### config.mk
export PLATFORM = sky130hd
export DESIGN_NAME = fifo_param_flow
export DESIGN_NICKNAME = d
export VERILOG_FILES = /design/src/rtl/fifo_param_flow_pkg.sv /design/src/rtl/fifo_mem_dp.sv /design/src/rtl/fifo_param_flow.sv
export SDC_FILE = /design/constraint.sdc
export NUM_CORES = 1
export LEC_CHECK = 0
export BUFFER_PORTS_ARGS = -buffer_cell sky130_fd_sc_hd__clkbuf_2
export CAP_MARGIN = 40
export CORE_ASPECT_RATIO = 1.4
export CORE_MARGIN = 2
export CORE_UTILIZATION = 63
export CTS_BUF_LIST = sky130_fd_sc_hd__clkbuf_16
export DETAILED_ROUTE_END_ITERATION = 10
export GPL_TIMING_DRIVEN = 0
export PLACE_DENSITY_LB_ADDON = 0.15
export SLEW_MARGIN = 20
export SYNTH_ARGS = -nofsm -noshare
export SYNTH_HDL_FRONTEND = slang
export SYNTH_SLANG_ARGS = --single-unit
### constraint.sdc
create_clock -name clk -period 5.5 [get_ports clk]
set_input_delay 0.55 -clock clk [delete_from_list [all_inputs] [get_ports clk]]
set_output_delay 0.55 -clock clk [all_outputs]
set_load 0.1 [all_outputs]
### src/rtl/fifo_param_flow_pkg.sv
// Shared defaults and read-mode constants for the parametrised flow-control FIFO.
package fifo_param_flow_pkg;

  localparam int unsigned FIFO_DATA_SIZE = 12;
  localparam int unsigned FIFO_ADDR_SIZE = 3;

  localparam int unsigned FIFO_MODE_STD  = 0;
  localparam int unsigned FIFO_MODE_FWFT = 1;

endpackage : fifo_param_flow_pkg

### src/rtl/fifo_mem_dp.sv
// DEPTH x DATA_SIZE storage: synchronous write port, asynchronous read port.
module fifo_mem_dp #(
  parameter int unsigned DATA_SIZE = 12,
  parameter int unsigned ADDR_SIZE = 3
) (
  input  logic                 clk,
  input  logic                 we,
  input  logic [ADDR_SIZE-1:0] waddr,
  input  logic [DATA_SIZE-1:0] wdata,
  input  logic [ADDR_SIZE-1:0] raddr,
  output logic [DATA_SIZE-1:0] rdata
);

  localparam int unsigned DEPTH = 2 ** ADDR_SIZE;

  logic [DATA_SIZE-1:0] mem [DEPTH];

  // Contents are deliberately left unreset.
  always_ff @(posedge clk) begin
    if (we) begin
      mem[waddr] <= wdata;
    end
  end

  assign rdata = mem[raddr];

endmodule : fifo_mem_dp

### src/rtl/fifo_param_flow.sv
// Parametrised FIFO with programmable almost flags, sticky clearable errors
// and a choice of registered-read or first-word-fall-through output.
module fifo_param_flow
  import fifo_param_flow_pkg::*;
#(
  parameter int unsigned DATA_SIZE = FIFO_DATA_SIZE,
  parameter int unsigned ADDR_SIZE = FIFO_ADDR_SIZE,
  parameter int unsigned FWFT      = FIFO_MODE_STD
) (
  input  logic                 clk,
  input  logic                 reset_L,
  input  logic                 write,
  input  logic                 read,
  input  logic [DATA_SIZE-1:0] data_in,
  input  logic [ADDR_SIZE:0]   th_almost_full,
  input  logic [ADDR_SIZE:0]   th_almost_empty,
  input  logic                 err_clear,
  output logic [DATA_SIZE-1:0] fifo_data_out,
  output logic                 fifo_valid,
  output logic [ADDR_SIZE:0]   fifo_count,
  output logic                 fifo_empty,
  output logic                 fifo_full,
  output logic                 almost_full,
  output logic                 almost_empty,
  output logic                 err_overflow,
  output logic                 err_underflow,
  output logic                 fifo_error
);

  localparam int unsigned DEPTH = 2 ** ADDR_SIZE;
  localparam int unsigned CW    = ADDR_SIZE + 1;

  logic [ADDR_SIZE-1:0] wr_ptr;
  logic [ADDR_SIZE-1:0] rd_ptr;
  logic [CW-1:0]        count;
  logic [DATA_SIZE-1:0] mem_rdata;
  logic                 rd_ok;
  logic                 wr_ok;
  logic                 err_ovf_q;
  logic                 err_unf_q;

  // A push onto a full FIFO only goes through alongside an accepted pop.
  always_comb begin
    rd_ok = read && (count != '0);
    wr_ok = write && ((count != CW'(DEPTH)) || rd_ok);
  end

  always_ff @(posedge clk or negedge reset_L) begin
    if (!reset_L) begin
      wr_ptr <= '0;
      rd_ptr <= '0;
      count  <= '0;
    end else begin
      if (wr_ok) begin
        wr_ptr <= wr_ptr + ADDR_SIZE'(1);
      end
      if (rd_ok) begin
        rd_ptr <= rd_ptr + ADDR_SIZE'(1);
      end
      if (wr_ok && !rd_ok) begin
        count <= count + CW'(1);
      end else if (rd_ok && !wr_ok) begin
        count <= count - CW'(1);
      end
    end
  end

  // Sticky errors; a fresh error in the clearing cycle takes priority.
  always_ff @(posedge clk or negedge reset_L) begin
    if (!reset_L) begin
      err_ovf_q <= 1'b0;
      err_unf_q <= 1'b0;
    end else begin
      err_ovf_q <= (write && !wr_ok) || (err_ovf_q && !err_clear);
      err_unf_q <= (read && !rd_ok) || (err_unf_q && !err_clear);
    end
  end

  fifo_mem_dp #(
    .DATA_SIZE (DATA_SIZE),
    .ADDR_SIZE (ADDR_SIZE)
  ) u_mem (
    .clk   (clk),
    .we    (wr_ok),
    .waddr (wr_ptr),
    .wdata (data_in),
    .raddr (rd_ptr),
    .rdata (mem_rdata)
  );

  assign fifo_count    = count;
  assign fifo_empty    = (count == '0);
  assign fifo_full     = (count == CW'(DEPTH));
  assign almost_full   = (count >= th_almost_full);
  assign almost_empty  = (count <= th_almost_empty);
  assign err_overflow  = err_ovf_q;
  assign err_underflow = err_unf_q;
  assign fifo_error    = err_ovf_q || err_unf_q;

  generate
    if (FWFT == FIFO_MODE_FWFT) begin : g_fwft
      assign fifo_data_out = mem_rdata;
      assign fifo_valid    = !fifo_empty;
    end else begin : g_std
      logic [DATA_SIZE-1:0] dout_q;
      logic                 valid_q;

      // Popped word is captured at the accepting edge and held until the next pop.
      always_ff @(posedge clk or negedge reset_L) begin
        if (!reset_L) begin
          dout_q  <= '0;
          valid_q <= 1'b0;
        end else begin
          valid_q <= rd_ok;
          if (rd_ok) begin
            dout_q <= mem_rdata;
          end
        end
      end

      assign fifo_data_out = dout_q;
      assign fifo_valid    = valid_q;
    end
  endgenerate

endmodule : fifo_param_flow
# Word-level counts from Yosys, hierarchy flattened

Memories as Yosys holds them, arrays and structs flattened. A register that Yosys moved wholly into a read port is not among the register bits.
Index checks and enable logic that the tools add are counted.

$lt $le $gt $ge: 2
Add/subtract/negate cells: 4
Muxes and demuxes: 4
Reductions and logical operators: 19
$mul: 0
Div/mod/pow operators: 0
Shifts and indexed selects: 0
Equality and inequality tests: 2
Bitwise gates (word level): 0

Operators with widths:

| kind                                                               | count |
|---|---|
| 1-bit logical AND                                                  | 8 |
| 4-bit 2-to-1 mux                                                   | 2 |
| 3-bit by 1-bit adder with 3-bit output, second input constant      | 2 |
| 4-bit by 1-bit adder with 4-bit output, second input constant      | 1 |
| 4-bit equality test, second input constant                         | 1 |
| 4-bit greater-or-equal comparator                                  | 1 |
| 4-bit less-or-equal comparator                                     | 1 |
| 1-bit logical NOT                                                  | 4 |
| 4-bit logical NOT                                                  | 1 |
| 1-bit logical OR                                                   | 4 |
| 4-bit inequality test, second input constant                       | 1 |
| 4-bit nonzero test                                                 | 1 |
| 4-bit by 1-bit subtractor with 4-bit output, second input constant | 1 |
| 1-bit 2-to-1 mux                                                   | 2 |
| 2-bit nonzero test                                                 | 1 |

Bits in latches: 0
Output and inout port bits: 24
Word-level logic and storage cells: 38
Bits of input ports: 25
Memories: 1
Flip-flop bits (word level): 13
Memory bits (writable): 96
ROM bits: 0

Memories:

| name      | depth | width | read ports | clocked after Yosys merged registers in | write ports | RTL line          | text |
|---|---|---|---|---|---|---|---|
| u_mem.mem | 8     | 12    | 1          | 1                                       | 1           | fifo_mem_dp.sv:16 | `logic [DATA_SIZE-1:0] mem [DEPTH];` |

# Longest topological paths before layout

Depth in word-level cells: 8
Depth in mapped cells: 11

# Modules after synthesis

A second synthesis with hierarchy kept.

Cells, all modules: 286
Area, all modules: 5044.8 um2

Modules (own cells, without submodules):

| module          | instances | area each (um2) | cells an instance |
|---|---|---|---|
| fifo_mem_dp     | 1         | 3747.3          | 152 |
| fifo_param_flow | 1         | 1297.5          | 134 |

# Worst setup path after synthesis

No wires, ideal clock.

Path kind: register to register
Start point: register count[1], in the netlist fifo_count[1]
End point: register count[3], in the netlist fifo_count[3]
Period minus slack after synthesis: 4.730 ns
Arrival time: 4.594 ns
Path slack: 0.770 ns
Cell stages (with the launch flop): 11
Buffers on the path: 2
Data required time: 5.364 ns
Path through: dfrtp_1 nor4_2 nand2b_1 buf_4 buf_2 ha_1 inv_1 ha_1 a21o_1 a2111oi_0 o31ai_1

Longest elaborated chain between the ends: 7

RTL lines:

| item                                                                                | RTL line              | text |
|---|---|---|
| from (decl)                                                                         | fifo_param_flow.sv:35 | `logic [CW-1:0] count;` |
| from (signal assigned)                                                              | fifo_param_flow.sv:61 | `count <= count + CW'(1);` |
| from (signal assigned)                                                              | fifo_param_flow.sv:63 | `count <= count - CW'(1);` |
| branches (longest 7 deep; another with 4-bit by 1-bit subtractor with 4-bit output) | -                     |  |

Several ways; the timed one is not identified. The select of a mux whose other input is x is not followed.
A chain may end at the register's enable or synchronous reset.

# Worst setup path after layout

Start point: register count[1], in the netlist fifo_count[1]
End point: register count[3], in the netlist fifo_count[3]

Longest elaborated chain between the ends: 7

RTL lines:

| item                                | RTL line              | text |
|---|---|---|
| 4-bit nonzero test                  | fifo_param_flow.sv:44 | `rd_ok = read && (count != '0);` |
| 1-bit logical AND                   | fifo_param_flow.sv:44 |  |
| 1-bit logical OR *                  | fifo_param_flow.sv:45 | `wr_ok = write && ((count != CW'(DEPTH)) \|\| rd_ok);` |
| 1-bit logical AND *                 | fifo_param_flow.sv:45 |  |
| named net u_mem.we                  | fifo_mem_dp.sv:7      | `input logic we,` |
| 1-bit logical NOT                   | fifo_param_flow.sv:62 | `end else if (rd_ok && !wr_ok) begin` |
| 1-bit logical AND                   | fifo_param_flow.sv:62 |  |
| 2-bit nonzero test (no source line) | -                     |  |

Mark *: on every way through the listed nets, which the timed path passes. The rest lies on a longest branch. The select of a mux whose other input is x is not followed.

==> out/metrics.yaml <==
outcome:
  status: "complete, no violations"
yosys:
  synth_edf_count: 96
  yosys.area.top_type: "edfxtp_1"
  ys_types: 36
  ys.flop_type: "edfxtp_1"
  yosys.area_share.simple_pct: 4.891
  yosys_register_bits: 121
  ys_top_cells_by_area: "edfxtp_1, dfrtp_1, mux2_2"
  avgSynthCellArea_um2: 15.77
  yosysTopAreaCellShare_pct: 57.50
  yosysWarnings: 0
  synth_compound_area_share_pct: 7.387
  synthMuxAreaShare_pct: 10.61
  synth_xor_area_share_pct: 1.048
  synthesis.nets: 357
  ys_seq_area_share_pct: 69.98
  synth_top_family_by_area: "multiplexers"
  synthArstFlopShare_pct: 20.66
  synthCells: 318
  synth_area_um2: 5014
  synthAdderAreaFrac_pct: 3.644
drt:
  dr_total_vias: 2931
  wire_per_inst_um: 19.79
  firstDrtPassIters: 4
  drc_errors: 0
  drtIter0Drc: 149
  drt-total-wl_um: 9992
  ant_nets: 0
  vias_per_cell: 5.804
global_route:
  grtUsageMet1_pct: 28.29
  grt_max_degree: 26
  track_usage_pct: 25.51
  overflow: 0
  grt_pass1_wl_um: 15570
  busiest_layer: "met2"
  gr-usage-met2_pct: 45.34
  antenna_found_initial: 0
  grtUsageMet3_pct: 7.225
  grt_pass1_vias: 3000
worst_setup_path:
  reg2reg_depth: 9
  timing.rr.start: "fifo_count[1]$_DFFE_PN0P_"
  slowest_stage: "or4b_4"
  path_common_cell: "ha_1"
  endpoint: "fifo_count[3]$_DFFE_PN0P_"
  crit_chain: "or4b_4, o21ai_4, inv_2, ha_1, inv_1, ha_1, a21o_1, a2111oi_0, o31ai_1"
  worstSetupStartpoint: "fifo_count[1]$_DFFE_PN0P_"
  timing.critical_path.from_type: "flip-flop"
  max_stage_delay_ps: 610
  timing.rr.end: "fifo_count[3]$_DFFE_PN0P_"
  path_max_fanout: 8
  required_ps: 5780
  endpoint_kind: "flip-flop"
  critical_path_class: "flip-flop to flip-flop"
  r2r_slack_ps: 2390
  crit_arrival_ps: 3390
sta:
  drv_slew: 0
  clock_skew_ps: 9.107
  worst_pin_slew_ps: 775.4
  hold_viol: 0
  setup_viol: 0
  rsz0062_at_grt: "no"
  clock.fmax_ghz: 0.3213
  slew_headroom_pct: 48.03
  final.setup.tns_ps: 0
  period_share_pct: 56.59
  period_needed_ps: 3113
clock_tree:
  htreeDepth: 4
  clock-sinks: 121
  clk_pin_slew_ps: 60
  clk_latency_ps: 410
  cts_root_buf: "clkbuf_16"
  cts_buffers: 17
  cts_buffer_depth: 2
  cts_tree: "yes"
  cts_setup_buffers: 0
  holdBufCountCts: 0
  cts_resized: 0
final_layout:
  diodes: 0
  num-fill-cells: 470
  layout_commonest_cell: "edfxtp_1"
  fin_cells: 505
  drive_gt1_share_pct: 31.85
  layout_common_cells: "edfxtp_1, clkbuf_2, mux2i_1, dfrtp_1"
  multiInputGateArea_um2: 1416
  final_nets: 431
  area_growth_pct: 20.29
  regArea_um2: 3508
floorplan:
  core_area_um2: 7750
  fp-row-count: 38
  initial_core_util_pct: 64.69
  io_pins: 49
  fp.dieH_um: 109.6
  die_area_um2: 8698
  die_x_um: 79.40
placement:
  dp_hpwl_um: 6563
  place.port_buffers: 48
  routabilityCongestion: 0.7417
  place.detailed.instances: 472
worst_hold_path:
  hold_class: "primary input to asynchronous set/reset pin"
job:
  maxCapViolCount: 0
## cell families after synthesis
group                      Yosys count
and+or+nand+nor                     50
DFF                                121
xor gates and xnor gates             6
muxes                               50
adders and majority gates           14
AOI/OAI and AO/OA                   51
buffers and inverters               26
## how the worst min path moves through the flow
stage	start	to	slack [ps]
2_1_floorplan	reset_L	err_overflow$_DFF_PN0_	250
3_3_place_gp	fifo_data_out[11]$_DFFE_PN0P_	fifo_data_out[11]$_DFFE_PN0P_	470
3_5_place_dp	fifo_data_out[3]$_DFFE_PN0P_	fifo_data_out[3]$_DFFE_PN0P_	480
4_1_cts	reset_L	fifo_count[3]$_DFFE_PN0P_	150
5_1_grt	reset_L	wr_ptr[2]$_DFFE_PN0P_	190
6_report	reset_L	fifo_data_out[4]$_DFFE_PN0P_	140
## registers in the layout, summed over array words and instances (netlist names)
register,flops
fifo_count,4
err_overflow,1
rd_ptr,3
fifo_data_out,12
err_underflow,1
wr_ptr,3
u_mem.mem,96
fifo_valid,1
## through the flow
step | utilization, % | area (µm²) | setup WS, ps | hold WS (ps)
2_1_floorplan | - | 5014 | 770.2 | 254.4
5_1_grt | 77.82 | 6031 | 2110 | 188.5
6_report | 77.82 | 6031 | 2387 | 143.3
3_3_place_gp | 69.41 | 5379 | 1999 | 467.0
3_5_place_dp | 70.46 | 5460 | 2412 | 475.6
4_1_cts | 77.67 | 6020 | 2391 | 154.4
## metal layers
layer  part of all wire, %  wire [µm]
met5                     0          0
met1                    39       3878
met4                   1.5        150
met3                   6.2        620
met2                    53       5343
## layout make-up
class                      count  share of cell area (%)
sequential                   121                   58.17
multi-input combinational    171                   23.49
clock buffer                  19                   7.884
timing repair buffer          55                   4.959
tap                          100                   2.075
clock inverter                13                   1.390
buffer                        14                   1.286
inverter                      12                  0.7469
## Yosys cell counts, types with 3 or more instances
cell	number
nand2_1	24
ha_1	13
clkbuf_1	5
mux2_2	24
nor2_1	5
o21ai_1	12
dfrtp_1	25
a21o_1	4
o22ai_1	12
a221o_1	12
o21ai_0	3
buf_2	5
nand2b_1	5
inv_1	10
nor3_1	7
buf_4	3
edfxtp_1	96
xnor2_1	6
mux2i_1	25
## critical path, delay by kind of cell, from the launching register on
kind                       cells  cell delay, ps
adders and majority gates      2             510
buffers and inverters          2             290
DFF                            1             500
and+or+nand+nor                1             610
AOI/OAI and AO/OA              4            1070
Power is left out: the tool's default activity adds up to more than one toggle a clock period on the data nets, which glitch-free logic cannot reach.
